File: src/rtl/sram_frame_reader.sv
// sram_frame_reader
// Scans one stored frame out of an asynchronous SRAM in raster order. Only one
// read is in flight at a time. Each captured pixel (DQ[0]) is offered on a
// valid/ready port, and the next address is issued only after the consumer
// accepts the current pixel.
module sram_frame_reader #(
   parameter int H_PIX   = 320,
   parameter int V_PIX   = 240,
   parameter int RD_WAIT = 2
) (
   input  logic        CLOCK_50,
   input  logic        rst_n,
   input  logic        init_done,
   input  logic        start,
   output logic [17:0] SRAM_ADDR,
   inout  wire  [15:0] SRAM_DQ,
   output logic        SRAM_WE_N,
   output logic        SRAM_OE_N,
   output logic        SRAM_CE_N,
   output logic        SRAM_UB_N,
   output logic        SRAM_LB_N,
   output logic        pix_valid,
   input  logic        pix_ready,
   output logic        pix_data,
   output logic [8:0]  pix_x,
   output logic [8:0]  pix_y,
   output logic        pix_eof,
   output logic        busy
);

   localparam logic [8:0] X_LAST   = 9'(H_PIX - 1);
   localparam logic [8:0] Y_LAST   = 9'(V_PIX - 1);
   localparam logic [3:0] CNT_LOAD = 4'(RD_WAIT - 1);

   typedef enum logic [2:0] {
      IDLE = 3'd0,
      ADDR = 3'd1,
      WAIT = 3'd2,
      HOLD = 3'd3,
      DONE = 3'd4
   } state_t;

   state_t      state, state_n;
   logic [8:0]  px, px_n, py, py_n;
   logic [3:0]  cnt, cnt_n;
   logic        oe_n_q, oe_n_n;
   logic        valid_n, data_n, eof_n, busy_n;
   logic [8:0]  x_n, y_n;

   // Upper data lines carry nothing this reader needs.
   logic        unused_dq_hi;

   // Read-only master: the bus is never driven, write is never strobed,
   // the chip and both byte lanes stay enabled.
   assign SRAM_DQ      = 16'hzzzz;
   assign SRAM_WE_N    = 1'b1;
   assign SRAM_CE_N    = 1'b0;
   assign SRAM_UB_N    = 1'b0;
   assign SRAM_LB_N    = 1'b0;
   assign SRAM_OE_N    = oe_n_q;
   assign unused_dq_hi = ^SRAM_DQ[15:1];

   // The scan counters always stay in range, so they drive the address
   // directly. This holds the address steady while a pixel waits in HOLD.
   assign SRAM_ADDR = {px, py};

   // Next-state logic: walk the frame one access at a time.
   always_comb begin
      state_n = state;
      px_n    = px;
      py_n    = py;
      cnt_n   = cnt;
      oe_n_n  = oe_n_q;
      valid_n = pix_valid;
      data_n  = pix_data;
      x_n     = pix_x;
      y_n     = pix_y;
      eof_n   = pix_eof;
      busy_n  = busy;
      case (state)
         IDLE: begin
            if (start && init_done) begin
               state_n = ADDR;
               px_n    = 9'd0;
               py_n    = 9'd0;
               busy_n  = 1'b1;
               oe_n_n  = 1'b0;
            end
         end
         ADDR: begin
            state_n = WAIT;
            cnt_n   = CNT_LOAD;
         end
         WAIT: begin
            if (cnt == 4'd0) begin
               state_n = HOLD;
               valid_n = 1'b1;
               data_n  = SRAM_DQ[0];
               x_n     = px;
               y_n     = py;
               eof_n   = (px == X_LAST) && (py == Y_LAST);
               oe_n_n  = 1'b1;
            end else begin
               cnt_n = cnt - 4'd1;
            end
         end
         HOLD: begin
            if (pix_ready) begin
               valid_n = 1'b0;
               eof_n   = 1'b0;
               if (pix_eof) begin
                  // Frame complete: counters stay parked on the last pixel.
                  state_n = DONE;
                  busy_n  = 1'b0;
               end else begin
                  state_n = ADDR;
                  oe_n_n  = 1'b0;
                  if (px == X_LAST) begin
                     px_n = 9'd0;
                     py_n = py + 9'd1;
                  end else begin
                     px_n = px + 9'd1;
                  end
               end
            end
         end
         DONE: begin
            state_n = IDLE;
         end
         default: begin
            state_n = IDLE;
         end
      endcase
   end

   // State and output registers; reset abandons any scan in progress.
   always_ff @(posedge CLOCK_50 or negedge rst_n) begin
      if (!rst_n) begin
         state     <= IDLE;
         px        <= 9'd0;
         py        <= 9'd0;
         cnt       <= 4'd0;
         oe_n_q    <= 1'b1;
         pix_valid <= 1'b0;
         pix_data  <= 1'b0;
         pix_x     <= 9'd0;
         pix_y     <= 9'd0;
         pix_eof   <= 1'b0;
         busy      <= 1'b0;
      end else begin
         state     <= state_n;
         px        <= px_n;
         py        <= py_n;
         cnt       <= cnt_n;
         oe_n_q    <= oe_n_n;
         pix_valid <= valid_n;
         pix_data  <= data_n;
         pix_x     <= x_n;
         pix_y     <= y_n;
         pix_eof   <= eof_n;
         busy      <= busy_n;
      end
   end

endmodule

File: config.mk
export PLATFORM = sky130hd
export DESIGN_NAME = sram_frame_reader
export DESIGN_NICKNAME = d
export VERILOG_FILES = /design/src/rtl/sram_frame_reader.sv
export SDC_FILE = /design/constraint.sdc
export NUM_CORES = 1
export LEC_CHECK = 0
export CORE_AREA = 8 8 89 91
export CTS_CLUSTER_SIZE = 14
export DETAILED_ROUTE_END_ITERATION = 8
export DIE_AREA = 0 0 97 99
export PLACE_DENSITY = 0.71
export REMOVE_ABC_BUFFERS = 1
export SETUP_SLACK_MARGIN = 0.3
export SYNTH_ARGS = -nofsm -noshare
export SYNTH_HDL_FRONTEND = slang
export SYNTH_SLANG_ARGS = --single-unit
File: constraint.sdc
create_clock -name CLOCK_50 -period 2.8 [get_ports CLOCK_50]
set_input_delay 0.28 -clock CLOCK_50 [delete_from_list [all_inputs] [get_ports CLOCK_50]]
set_output_delay 0.28 -clock CLOCK_50 [all_outputs]
set_load 0.1 [all_outputs]
# [Word-level counts from Yosys, hierarchy flattened]
# Index checks and enable logic that the tools add are counted.
[totals] in_bits=5 ram_bits=0 n_memories=0 reg_bits=48 word_cells=71 latch_bits=0 output_inout_bits=61 mem_bits_ro=0
[classes] n_reduce_logical=16 n_eq_ne=12 div=0 add_sub_neg=3 bitwise_logic=0 order_cmp=0 muxes=29 shift=0 multipliers=0
[op_table] cell="$mux 9" n=7
[op_table] cell="$pmux 9 s2" n=2
[op_table] cell="$add 9x1->9 const B" n=2
[op_table] cell="$ne 2x2->1 const B" n=7
[op_table] cell="$mux 3" n=4
[op_table] cell="$pmux 3 s4" n=1
[op_table] cell="$reduce_and 5->1" n=2
[op_table] cell="$eq 9x8->1 const B" n=1
[op_table] cell="$eq 9x9->1 const B" n=1
[op_table] cell="$mux 1" n=9
[op_table] cell="$pmux 4 s2" n=1
[op_table] cell="$reduce_and 4->1" n=2
[op_table] cell="$eq 3x2->1 const B" n=2
[op_table] cell="$pmux 1 s2" n=3
[op_table] cell="$reduce_and 3->1" n=2
[op_table] cell="$reduce_bool 2->1" n=3
[op_table] cell="$logic_not 4->1" n=1
[op_table] cell="$mux 4" n=1
[op_table] cell="$reduce_and 2->1" n=2
[op_table] cell="$sub 4x1->4 const B" n=1
[op_table] cell="$eq 3x1->1 const B" n=1
[op_table] cell="$logic_not 3->1" n=1
[op_table] cell="$pmux 1 s3" n=1
[op_table] cell="$reduce_bool 3->1" n=1
[op_table] cell="$logic_and 1x1->1" n=2

# [Longest topological paths before layout]
# Gate-level depths: netlist of run 1.
[depth] ltp_word=5 mapped_depth=7 ltp_nobuf=6

# [Worst setup path before layout of run 1]
# Ideal clock, no wire load.
[synth_timing] path_type="reg2reg" startpoint="register px[0]" endpoint="register py[7]" path_stages_with_launch=8 setup_ns=0.174 path_buffers=2 path_slack_ns=0.599 required_ns=2.626 arrival_time_ns=2.027 period_less_slack_ns=2.201 path_cell_list="dfrtp_1 ha_1 and4b_4 and2_4 buf_6 buf_6 a21o_1 a31oi_1"
[synth_via] elab_chain_len=3
[synth_rtl] element="start, declared" line_no="44" text="logic [8:0] px, px_n, py, py_n;"
[synth_rtl] element="start signal, assigned" line_no="152" text="px <= px_n;"
[synth_rtl] element="$eq 9x9->1" line_no="118" text="if (px == X_LAST) begin"
[synth_rtl] element="$ne 2x2->1 (no source line)"
[synth_rtl] element="$reduce_and 5->1 (no source line)"
[synth_rtl] element="end signal, assigned" line_no="153" text="py <= py_n;"
[synth_rtl] element="end, declared" line_no="44"
# No other way between the ends.
# A chain may end at the register's enable or synchronous reset.

# [Final worst setup path of run 1]
[layout_timing] startpoint="register state[0]" endpoint="register py[6]"
[layout_via] elab_chain_len=3 word_cells_on_any_way=9 cone_classes="eq/ne: 5; mux: 1; reduce/logical: 3"
[layout_rtl] element="start, declared" line_no="43" text="state_t state, state_n;"
[layout_rtl] element="start signal, assigned" line_no="151" text="state <= state_n;"
[layout_rtl] element="$eq 3x2->1 / $logic_not 3->1 (equally long branches)" line_no="80" text="case (state)"
[layout_rtl] element="$ne 2x2->1 (no source line) / $reduce_bool 2->1 (equally long branches)"
[layout_rtl] element="$reduce_and 5->1 (no source line)"
# Several ways; a longest one is shown, not always the timed one.

==> run metrics, run 1 <==
outcome finished clean; Distinct cells, synth 46; setup TNS 0 ps; EDFF count, synth 0; crit path launch state[0]; CP Launch Type flip-flop; synthesized instance count approximately 250; synthesis warning total 0; Total Wirelength between 5 and 6 mm; cell type with the largest total area after synthesis dfrtp_1; CP max-delay cell dfrtp_1; share of cells above drive strength 1 0.257; top post-synthesis cells by count dfrtp_1, o21ai_0, nand2_1; maximum vdd drop ~0.55 mV; top cells by area, synth dfrtp_1, mux2_2, buf_4, o21ai_0, a31oi_1; pin count of the biggest net entering global routing approximately 50; Multi-input gate area 1140 sq um; post-layout instance area 2900 sq um; first-pass GRT wire length between 9 and 10 mm; Storage cell area between 1000 and 1500 sq um; DR iter-0 viols 55; reg2reg setup slack 820 ps; vias per cell 5.38; Max Cap Viol 0; final worst path period share 0.706; crit path max fanout 19; I/O Buffers 45; CTS tree yes; all-layer global routing usage 0.122; WP data arrival roughly 2200 ps; Syn Area/Cell slightly above 10 sq um; cell area after synthesis between 2000 and 3000 sq um; area grow syn2layout 14.9%; final worst path period need 1980 ps; post-route ant nets 0; Final nets just under 300; CP Buf/Inv Count 1; DP HPWL 4.06 mm; CTS root buf clkbuf_8; Row Count 30; Seq cells post-synth 48; io pins 66; Reg-to-Reg End py[6]; # clock sinks 48; post-CTS setup buffers 0; Min-Delay Path Class input pin to asynchronous set/reset pin; cells on worst reg2reg path 5; skew final roughly 12 ps; Yosys top cell area share 0.466; WP data required 3030 ps; Final GP Congestion slightly below 0.8; clock tree buffer depth 2; Die X 97 um; WL/cell between 15 and 20 um; CTS Hold Bufs 0; register area share after synthesis 0.476; H-tree depth 2; Async SR Flop Fraction 1.00; drt pass-1 iters 4; RSZ-0062 raised after global routing false; final core utilization 0.442; CP peak stage delay around 680 ps; grt ovf 0; r2r startpoint state[0]; final worst slack just over 800 ps; Clock Pin Slew Worst Setup and Hold Paths 100 ps; Worst-Margin Slew around 1100 ps; Antenna Cells 0; Synth Flop Type dfrtp_1; Initial Utilization 0.384; Layout fillers roughly 650; most numerous cell in the Yosys netlist dfrtp_1; initial antenna violation count 0; fin. max-slew vios 0; vias in the first global route 2000; Area after DPL around 2800 sq um; worst skew pair latency 310 ps; Peak Freq slightly above 0.5 GHz; DP Worst Slack 834 ps; endpoint class of the critical path flip-flop; CP delay by family, top flip-flops; Pwr Density around 950 nW/um^2; cts repair resizes 0; critical path class flip-flop to flip-flop; Critical Path Stages 5; die area 9600 sq um; Worst slew margin 0.269; sequence of cells on the critical path nand3b_1, buf_4, nor2_2, a41oi_1, a21oi_1; Final Hold Fails 0; DR vias a little under 2000; Die H 99 um; CP Capture Point py[6]; Final setup violation count 0; Leak Pwr between 0.001 and 0.0015 uW; total CTS buffers 5; drt drc 0; core area between 6000 and 7000 sq um
-- sequential cells by signal, summed over array words and instances (netlist names) --
signal	flops
pix_valid	1
pix_y	9
state	3
busy	1
pix_x	9
pix_eof	1
cnt	4
SRAM_OE_N	1
py	9
pix_data	1
px	9
-- where the power goes --
part	switching [uW]	total [uW]	leakage, uW	internal [uW]
Clock	245	419	0.0000479	175
Combinational	1020	1370	0.000733	354
Sequential	151	958	0.000637	807
-- cell usage in the layout, fill, tap and decap left out, types with 3 or more instances in the layout --
| cell type | Yosys | routed |
|---|---|---|
| dfrtp_1 | 47 | 47 |
| buf_4 | 20 | 42 |
| o21ai_0 | 24 | 24 |
| nand2_1 | 22 | 22 |
| conb_1 | 2 | 20 |
| mux2_2 | 15 | 15 |
| a31oi_1 | 15 | 15 |
| a21oi_1 | 11 | 11 |
| nor2_1 | 10 | 10 |
| inv_1 | 6 | 6 |
| nand4_1 | 6 | 6 |
| and3_1 | 5 | 5 |
| a21o_1 | 5 | 5 |
| clkbuf_8 | 0 | 5 |
| nor3_1 | 4 | 4 |
| and2_1 | 4 | 4 |
| mux2i_1 | 3 | 3 |
| nand3_1 | 3 | 3 |
| ha_1 | 3 | 3 |
| clkdlybuf4s50_1 | 0 | 3 |
-- final cells by class --
| type | instances | share of cell area |
|---|---|---|
| repair buffers | 46 | 0.121 |
| clock buffers | 5 | 0.0237 |
| clock inverters | 3 | 0.00647 |
| flip-flops and latches | 48 | 0.414 |
| multi-input cells | 180 | 0.392 |
| inverters | 6 | 0.00776 |
| well taps | 80 | 0.0345 |
-- how the worst min path moves through the flow --
| stage | from | endpoint | slack [ps] | depth (start not counted) |
|---|---|---|---|---|
| 6_report | rst_n | cnt[2] | 160 | 1 |
| 4_1_cts | rst_n | cnt[2] | 200 | 1 |
| 2_1_floorplan | rst_n | busy | -20 | 0 |
| 3_5_place_dp | pix_x[8] | pix_x[8] | 470 | 2 |
| 3_3_place_gp | pix_valid | pix_valid | 470 | 2 |
| 5_1_grt | rst_n | cnt[2] | 250 | 1 |
-- through the flow --
| step | power (uW) | hold WS (ps) | instances |
|---|---|---|---|
| after floorplan | 2050 | -15.6 | 234 |
| after global placement | 2320 | 465 | 360 |
| after detailed placement | 2350 | 473 | 360 |
| after CTS | 2780 | 202 | 368 |
| after global routing | 2920 | 253 | 368 |
| final | 2750 | 164 | 368 |
-- layer usage --
metal	global-route usage	wire, um	vias to the layer above	part of all wire
met3	0.0441	319	8	0.055
met4	0.0414	80	0	0.014
li1	-	-	937	-
met5	0	0	-	0
met1	0.143	2570	988	0.44
met2	0.201	2850	45	0.49
-- cell families after synthesis --
logic type      after synthesis  share of synthesized area
simple gates                 73                      0.169
compound gates               65                      0.154
flops                        48                      0.476
buf+inv                      38                     0.0996
mux                          19                     0.0833
fa+ha+maj                     3                     0.0149
other cells                   2                    0.00297
No activity file was read; power rests on OpenSTA's default activity.
==> run 2, diff against run 1 <==
Settings changed: PLACE_DENSITY 0.71 to 0.74.
Clock period 2.8 ns to 1.7 ns, I/O delays scaled along.
==> run 2 against run 1 <==
- critical path depth is 1 higher
- flip-flop and latch count is the same
- final area increased by 31%
- non-clock buffer count is 45 higher
- combinational power increased by 140%
- sequential power increased by 62%
- via count grew 11%
- register-to-register slack got worse by 720 ps
- core utilization rose by 14 points
- clock power is 61% higher
- die area unchanged
==> run metrics, run 2 (synthesis gave the netlist of run 1 again) <==
post-route ant nets 0; H-tree depth 2; vias in the first global route ~2200; first-pass GRT wire length between 10 and 15 mm; io pins 66; setup TNS 0 ps; total CTS buffers 5; CTS root buf clkbuf_8; DR vias around 2200; WP data required 1890 ps; Final GP Congestion roughly 0.84; Die X slightly below 100 um; CTS tree yes; fin. max-slew vios 0; Clock Pin Slew Worst Setup and Hold Paths about 80 ps; final worst path period need 1600 ps; CP Launch Type flip-flop; post-layout instance area around 3800 sq um; DP HPWL 4.46 mm; met2 wire len around 3.5 mm; Initial Utilization 0.384; Row Count 30; outcome finished clean; critical path class flip-flop to flip-flop; area grow syn2layout 50.4%; Min-Delay Path Class input pin to asynchronous set/reset pin; grt ovf 0; RSZ-0062 raised after global routing true; Final Hold Fails 0; core area approximately 6600 sq um; Total Wirelength 6.86 mm; DR iter-0 viols 132; drt drc 0; initial antenna violation count 0; share of cells above drive strength 1 0.434; WL/cell between 15 and 20 um; clock tree buffer depth 2; Final nets 341; cells on worst reg2reg path 6; Layout fillers 520; # clock sinks 48; final worst path period share 0.940; endpoint class of the critical path flip-flop; Antenna Cells 0; drt pass-1 iters 4; worst skew pair latency roughly 300 ps; Peak Freq ~0.63 GHz; routed metal-1 wire length between 2 and 3 mm; WP data arrival between 1500 and 2000 ps; Leak Pwr about 0.0018 uW; crit path max fanout 6; skew final 5.59 ps; Final setup violation count 0; pin count of the biggest net entering global routing 21; vias per cell approximately 5.3; met3 wire length 263 um; reg2reg setup slack just over 100 ps; Max Cap Viol 0; all-layer global routing usage 0.136; Area after DPL approximately 3300 sq um; maximum vdd drop approximately 1.4 mV; commonest non-fill, non-tap cell in the layout buf_4; Die H between 90 and 100 um; Max Used Layer met4; I/O Buffers 45; die area between 9000 and 10000 sq um; most frequent cells in the layout buf_4, dfrtp_1, buf_12; Pwr Density between 1000 and 1500 nW/um^2
[run 2: cell types whose count changed in the layout (fill, tap and decap cells not counted), moves of 3 or more]
cell / previous run / this run
buf_12: 0 / 26
buf_6: 0 / 11
o21ai_0: 24 / 14
o21ai_1: 1 / 9
buf_4: 42 / 47
dfrtp_1: 47 / 43
dfrtp_2: 0 / 4
nand2_1: 22 / 19
[run 2: metrics by stage]
stage | util | total power [uW] | setup WS [ps] | instances | hold slack (ps)
2_1_floorplan | - | 3370 | -407 | 234 | -126
3_3_place_gp | 0.505 | 4270 | 54.8 | 384 | 136
3_5_place_dp | 0.505 | 4330 | -13.0 | 384 | 142
4_1_cts | 0.561 | 5340 | 114 | 408 | 364
5_1_grt | 0.578 | 5830 | 27.1 | 414 | 383
6_report | 0.578 | 5570 | 102 | 414 | 348
[run 2: metal layers]
metal / vias to the layer above / global-route usage
li1: 1033 / -
met1: 1074 / 0.161
met2: 67 / 0.227
met3: 14 / 0.0364
met4: 0 / 0.0533
met5: - / 0
[run 2: final cells by class]
class | instances | area [sq um] | area share
flip-flops and latches | 48 | 1210 | 0.318
inverters | 6 | 22.5 | 0.00593
multi-input cells | 181 | 1300 | 0.342
repair buffers | 91 | 1080 | 0.286
clock inverters | 1 | 8.76 | 0.00231
well taps | 80 | 100 | 0.0264
clock buffers | 7 | 76.3 | 0.0201
[run 2: path summary, 6_finish.rpt]
check                         start  endpoint
max                          cnt[1]  pix_y[2]
min                           rst_n    cnt[2]
max reg2reg                  cnt[1]  pix_y[2]
min reg2reg                pix_data  pix_data
max in group asynchronous     rst_n     px[6]
min in group CLOCK_50      pix_data  pix_data
[run 2: repair_timing]
item / in CTS / in global routing
pin swaps: 19 / 9
hold buffers: 1 / 0
endpoints found under the hold margin: 17 / 0
resized for setup: 35 / 24
setup buffers: 14 / 5
endpoints found under the setup margin: 42 / 41
cloned: 1 / 1
[run 2: power breakdown]
part	switching (uW)	internal, uW	leakage, uW	total [uW]
combinational	2040	1300	0.00111	3340
clock	379	294	0.0000424	673
sequential	217	1340	0.000632	1550
[run 2: worst max-delay path: stages, from the launching register on]
cell and delay (ps):
dfrtp_1 400, inv_2 80, ha_4 130, nor3b_4 230, nand3_4 170, buf_12 190, mux2_4 280
